<file path="config.mk">
export PLATFORM = sky130hd
export DESIGN_NAME = regfile_wb_scheduler
export DESIGN_NICKNAME = d
export VERILOG_FILES = /design/src/rtl/regfile_pkg.sv /design/src/rtl/rr_arbiter.sv /design/src/rtl/regfile_wb_scheduler.sv
export SDC_FILE = /design/constraint.sdc
export NUM_CORES = 1
export LEC_CHECK = 0
export ABC_AREA = 1
export ABC_CLOCK_PERIOD_IN_PS = 4400
export CORE_MARGIN = 5
export CORE_UTILIZATION = 38
export CTS_BUF_LIST = sky130_fd_sc_hd__clkbuf_4 sky130_fd_sc_hd__clkbuf_8 sky130_fd_sc_hd__clkbuf_16
export CTS_CLUSTER_DIAMETER = 200
export CTS_CLUSTER_SIZE = 30
export DETAILED_ROUTE_END_ITERATION = 16
export MAX_ROUTING_LAYER = met4
export PLACE_DENSITY = 0.71
export SLEW_MARGIN = 20
export SYNTH_ARGS = -nofsm -noshare
export SYNTH_HDL_FRONTEND = slang
export SYNTH_SLANG_ARGS = --single-unit
</file>
<file path="constraint.sdc">
create_clock -name clk -period 4.4 [get_ports clk]
set_clock_uncertainty 0.15 [all_clocks]
set_input_delay 1.1 -clock clk [delete_from_list [all_inputs] [get_ports clk]]
set_output_delay 1.1 -clock clk [all_outputs]
set_load 0.02 [all_outputs]
</file>
<file path="src/rtl/regfile_pkg.sv">
// Shared constants and types for the register bank and its write-port scheduler.
package regfile_pkg;

    localparam int unsigned RF_ADDR_W   = 4;
    localparam int unsigned RF_DATA_W   = 32;
    localparam int unsigned RF_NUM_REGS = 2 ** RF_ADDR_W;

    typedef logic [RF_ADDR_W-1:0] reg_idx_t;

    // Width of a pointer that selects one of n requesters (at least 1 bit).
    function automatic int unsigned ptr_width(input int unsigned n);
        return (n > 1) ? $clog2(n) : 1;
    endfunction

endpackage

</file>
<file path="src/rtl/rr_arbiter.sv">
// Round-robin arbiter: grants the first requester at or above ptr_i (mod N).
module rr_arbiter
    import regfile_pkg::*;
#(
    parameter int unsigned N = 2
) (
    input  logic [N-1:0]              req_i,
    input  logic [ptr_width(N)-1:0]   ptr_i,
    output logic [N-1:0]              grant_o,
    output logic                      valid_o
);

    localparam int unsigned IW = ptr_width(N);

    logic [IW-1:0] idx;

    // Scan requesters starting at the pointer, wrapping, and grant the first one found.
    always_comb begin
        grant_o = '0;
        valid_o = 1'b0;
        idx     = '0;
        for (int unsigned k = 0; k < N; k++) begin
            idx = IW'((32'(ptr_i) + k) % N);
            if (!valid_o && req_i[idx]) begin
                grant_o[idx] = 1'b1;
                valid_o      = 1'b1;
            end
        end
    end

endmodule

</file>
<file path="src/rtl/regfile_wb_scheduler.sv">
// Write-port scheduler and pending-write scoreboard for the register bank.
// Requesters share one registered write port via round-robin arbitration;
// the scoreboard flags RAW hazards on the two read selects.
module regfile_wb_scheduler
    import regfile_pkg::*;
#(
    parameter int unsigned N_REQ  = 2,
    parameter int unsigned ADDR_W = RF_ADDR_W,
    parameter int unsigned DATA_W = RF_DATA_W
) (
    input  logic                     clk,
    input  logic                     rst,
    input  logic [N_REQ-1:0]         req_valid,
    output logic [N_REQ-1:0]         req_ready,
    input  logic [N_REQ*ADDR_W-1:0]  req_addr,
    input  logic [N_REQ*DATA_W-1:0]  req_data,
    output logic                     rf_en,
    output logic [ADDR_W-1:0]        rf_addr,
    output logic [DATA_W-1:0]        rf_din,
    input  logic                     rsv_valid,
    input  logic [ADDR_W-1:0]        rsv_addr,
    output logic                     rsv_ready,
    input  logic [ADDR_W-1:0]        src1,
    input  logic [ADDR_W-1:0]        src2,
    output logic                     src1_busy,
    output logic                     src2_busy,
    output logic [(2**ADDR_W)-1:0]   busy_vec
);

    localparam int unsigned NUM_REGS = 2 ** ADDR_W;
    localparam int unsigned PTR_W    = ptr_width(N_REQ);

    logic [PTR_W-1:0]    rr_ptr_q, rr_ptr_d, ptr_next;
    logic                rf_en_q, rf_en_d;
    logic [ADDR_W-1:0]   rf_addr_q, rf_addr_d, sel_addr;
    logic [DATA_W-1:0]   rf_din_q, rf_din_d, sel_data;
    logic [NUM_REGS-1:0] busy_q, busy_d;
    logic [N_REQ-1:0]    grant;
    logic                arb_valid;
    logic                xfer;

    rr_arbiter #(.N(N_REQ)) u_arb (
        .req_i   (req_valid),
        .ptr_i   (rr_ptr_q),
        .grant_o (grant),
        .valid_o (arb_valid)
    );

    // No handshake or reservation may complete while reset is asserted.
    assign req_ready = rst ? '0 : grant;
    assign xfer      = arb_valid & ~rst;
    assign rsv_ready = ~rst & ~busy_q[rsv_addr];
    assign src1_busy = busy_q[src1];
    assign src2_busy = busy_q[src2];
    assign busy_vec  = busy_q;
    assign rf_en     = rf_en_q;
    assign rf_addr   = rf_addr_q;
    assign rf_din    = rf_din_q;

    // Mux the granted requester's slice and compute the pointer that follows it.
    always_comb begin
        sel_addr = '0;
        sel_data = '0;
        ptr_next = rr_ptr_q;
        for (int unsigned i = 0; i < N_REQ; i++) begin
            if (grant[i]) begin
                sel_addr = req_addr[i*ADDR_W +: ADDR_W];
                sel_data = req_data[i*DATA_W +: DATA_W];
                ptr_next = PTR_W'((i + 1) % N_REQ);
            end
        end
    end

    // Next-state for write port, pointer and scoreboard; a same-edge set beats the clear.
    always_comb begin
        rr_ptr_d  = xfer ? ptr_next : rr_ptr_q;
        rf_en_d   = xfer;
        rf_addr_d = xfer ? sel_addr : rf_addr_q;
        rf_din_d  = xfer ? sel_data : rf_din_q;
        busy_d    = busy_q;
        if (rf_en_q) begin
            busy_d[rf_addr_q] = 1'b0;
        end
        if (rsv_valid && rsv_ready) begin
            busy_d[rsv_addr] = 1'b1;
        end
    end

    // State registers; reset drops any registered write and all reservations.
    always_ff @(posedge clk) begin
        if (rst) begin
            rr_ptr_q  <= '0;
            rf_en_q   <= 1'b0;
            rf_addr_q <= '0;
            rf_din_q  <= '0;
            busy_q    <= '0;
        end else begin
            rr_ptr_q  <= rr_ptr_d;
            rf_en_q   <= rf_en_d;
            rf_addr_q <= rf_addr_d;
            rf_din_q  <= rf_din_d;
            busy_q    <= busy_d;
        end
    end

endmodule

</file>
==> summary.txt <==
Clock tree
  • Worst-path clk slew: 0.09 ns
  • CTS H-Tree Depth: 2
  • Post-CTS resize count: 0
  • CTS Buf Count: 5
  • Post-CTS setup buffer count: 0
  • Clk_lat worst skew: 0.30 ns
  • TritonCTS clock tree: yes
  • Clk root buf: clkbuf_8
  • Clk sink count: 54
  • Hold_buf cts: 0
  • Clock tree buffer depth: 2

Synth
  • Top_reg_cell synth: dfxtp_1
  • Area leader, netlist: dfxtp_1
  • Register area share after synthesis: 34.1%
  • Synthesized area: 3170 um2
  • Synth warn: 0
  • Post-synth EDFFs: 0
  • Yosys top cell area share: 34.1%
  • Synth cell count leaders: 108 x nand2_1, 71 x nand3_1, 54 x dfxtp_1
  • Yosys reg bits: 54
  • Top post-synthesis cells by area: dfxtp_1 34%, nand2_1 13%, nand3_1 11%
  • Syn avg cell area: 6.39 um2
  • Distinct cells, synth: 25
  • Top-count cell post-synth: nand2_1
  • Syn nets: 585
  • Post-synthesis instance total: 496
  • Async set-reset flop share out of synthesis: 0%

STA
  • Setup-violating endpoint count in the final report: 0
  • Actual slew at the worst max-slew pin: 0.734 ns
  • RSZ-0062 raised after global routing: no
  • Fin. max-slew vios: 0
  • Worst slew margin: 51.0%
  • Setup TNS: 0 ns
  • Fmax: 0.236 GHz
  • Fin crit period: 4.24 ns
  • Final Hold Viols: 0
  • Tcrit/Tclk final: 96.4%

Setup path
  • CP most frequent cell: clkdlybuf4s50_1
  • CP Launch Type: input port
  • CP endpoint kind: output port
  • Bufs and invs on worst path: 3
  • Required @ worst endpoint: 3.15 ns
  • Worst Path Arrival: 2.99 ns
  • Slowest library cell on the worst path: clkdlybuf4s50_1
  • CP max stage delay: 0.64 ns
  • Kind of cell adding the most delay to the critical path: buffers and inverters
  • WS Path Type: in -> out
  • CP cell instances: clkdlybuf4s50_1, inv_2, nand3_1, nand2_1, nor2_1, nor2_2, nor3_1, clkdlybuf4s50_1
  • CP Max Fanout: 9

Worst hold path
  • Worst hold-check path type: reg -> reg

Pwr
  • Comb pwr share: 28.3%
  • Cell leakage power: 1.97 nW
  • Worst IR Drop VDD: 0.106 mV
  • PwrDens: 243 nW/um2
  • Clk pwr share: 25.1%
  • Psw: 346 uW
  • Int Pwr: 801 uW
  • Switching share of power: 30.1%
  • Seq pwr share: 46.6%

Global routing
  • Grt ovf: 0
  • Total GRT Usage: 21.6%
  • Initial antenna violation count: 0
  • Number of global-route vias before repair: 3,651
  • Largest net degree at the start of global routing: 37
  • First-pass GRT wire length: 17.3 mm

Route
  • Post-Route WL: 11.0 mm
  • DRC: 0
  • Avg Vias per Cell: 5.21
  • Routed Antenna Nets: 0
  • DRT iter0 DRCs: 167
  • DR vias: 3,810
  • WL per Instance: 15.1 um
  • Iteration count of the initial detailed-routing pass: 4

Die
  • Chip Height: 101 um
  • Num rows: 33
  • Core footprint: 8180 um2
  • Die X: 101 um
  • Die Footprint: 10,300 um2
  • Starting density of the core: 38.8%
  • I/O pin count: 147

Placed design
  • Detailed Place HPWL: 8.63 mm
  • Cell area after placement: 4630 um2
  • Port bufs: 146
  • RD Place Congestion: 0.925

Job
  • Total of max-cap violations: 0

Finish
  • Design area: 4730 um2
  • Final Net Count: 714
  • Synthesis-to-layout area growth: 49.1%
  • # diodes: 0
  • Fraction of layout cells with a size suffix above 1: 5.59%
  • Filler cells: 790

Outcome
  • Status: completed
layout make-up:
class | count | area, um2 | area share, %
Sequential cell | 54 | 1080 | 22.9
Clock inverter | 2 | 12.5 | 0.265
Timing Repair Buffer | 155 | 1530 | 32.4
Clock buffer | 6 | 82.6 | 1.75
Multi-Input combinational cell | 351 | 1670 | 35.4
Tap cell | 105 | 131 | 2.78
Inverter | 58 | 218 | 4.61
worst register-to-register path, stage by stage (launching register included):
cell and delay (ns):
dfxtp_1 0.40, nand3_1 0.12, nand2_1 0.06, nor2_1 0.16, nor2_2 0.08, nor2_4 0.29
nand4_1 0.19, a21oi_1 0.16
cell families after synthesis:
family	Yosys count	synth area share (%)
and+or+nand+nor	230	32.0
AOI/OAI and AO/OA	121	20.5
buffers and inverters	91	13.4
DFF	54	34.1
sequential cells by signal, summed over array words and instances (netlist names):
name,count
busy_vec,16
rf_din,32
rf_en,1
rr_ptr_q,1
rf_addr,4
power groups by stage:
stage | logic [mW] | clock network, mW | registers, mW
floorplan | 0.130 | 0 | 0.572
global placement | 0.322 | 0 | 0.545
detailed placement | 0.325 | 0 | 0.545
CTS | 0.327 | 0.295 | 0.535
global route | 0.354 | 0.316 | 0.538
finish | 0.325 | 0.288 | 0.534
path summary, 6_finish.rpt:
kind	slack (ns)	startpoint	cells past startpoint	to
worst min-delay path	0.32	rf_din[0]$_SDFFE_PP0P_	2	rf_din[0]$_SDFFE_PP0P_
worst max-delay path	0.16	rsv_addr[1]	8	rsv_ready
worst min register to register	0.32	rf_din[0]$_SDFFE_PP0P_	2	rf_din[0]$_SDFFE_PP0P_
worst max register to register	2.74	busy_vec[10]$_SDFF_PP0_	7	busy_vec[12]$_SDFF_PP0_
through the flow:
stage	cells	util, %	setup slack (ns)	power [mW]	hold WS (ns)
final	731	57.8	0.159	1.15	0.323
after detailed placement	723	56.6	0.145	0.870	0.311
after global routing	731	57.8	0.0206	1.21	0.347
after global placement	723	56.6	0.199	0.866	0.308
after floorplan	496	-	1.12	0.702	0.395
after CTS	731	57.8	0.144	1.16	0.326
layout by cell type, fill, tap and decap left out:
cell type | synthesis | layout
o221ai_1 | 4 | 4
clkinv_2 | 0 | 1
buf_4 | 0 | 9
inv_2 | 9 | 9
clkdlybuf4s50_1 | 0 | 146
a21oi_1 | 35 | 35
o31ai_1 | 4 | 4
inv_1 | 49 | 49
nor2_1 | 27 | 26
o21ai_1 | 42 | 41
nand3_1 | 71 | 71
o211ai_1 | 5 | 5
clkbuf_8 | 1 | 6
o21ai_2 | 0 | 1
nor2_4 | 1 | 1
a31oi_1 | 5 | 5
nand2_2 | 4 | 4
dfxtp_1 | 54 | 54
nor2_2 | 2 | 3
nand2_1 | 108 | 108
nand4_1 | 16 | 16
o21ai_0 | 26 | 26
clkinvlp_4 | 0 | 1
nor3_1 | 1 | 1
routing by layer:
metal / global-route usage, % / part of all wire (%) / vias up
li1: - / - / 1912
met1: 26.1 / 41 / 1722
met5: - / 0 / -
met3: 7.44 / 11 / 12
met4: 5.73 / 1.6 / 0
met2: 34.5 / 47 / 164
Note: power is estimated with default switching activity, not from simulation.
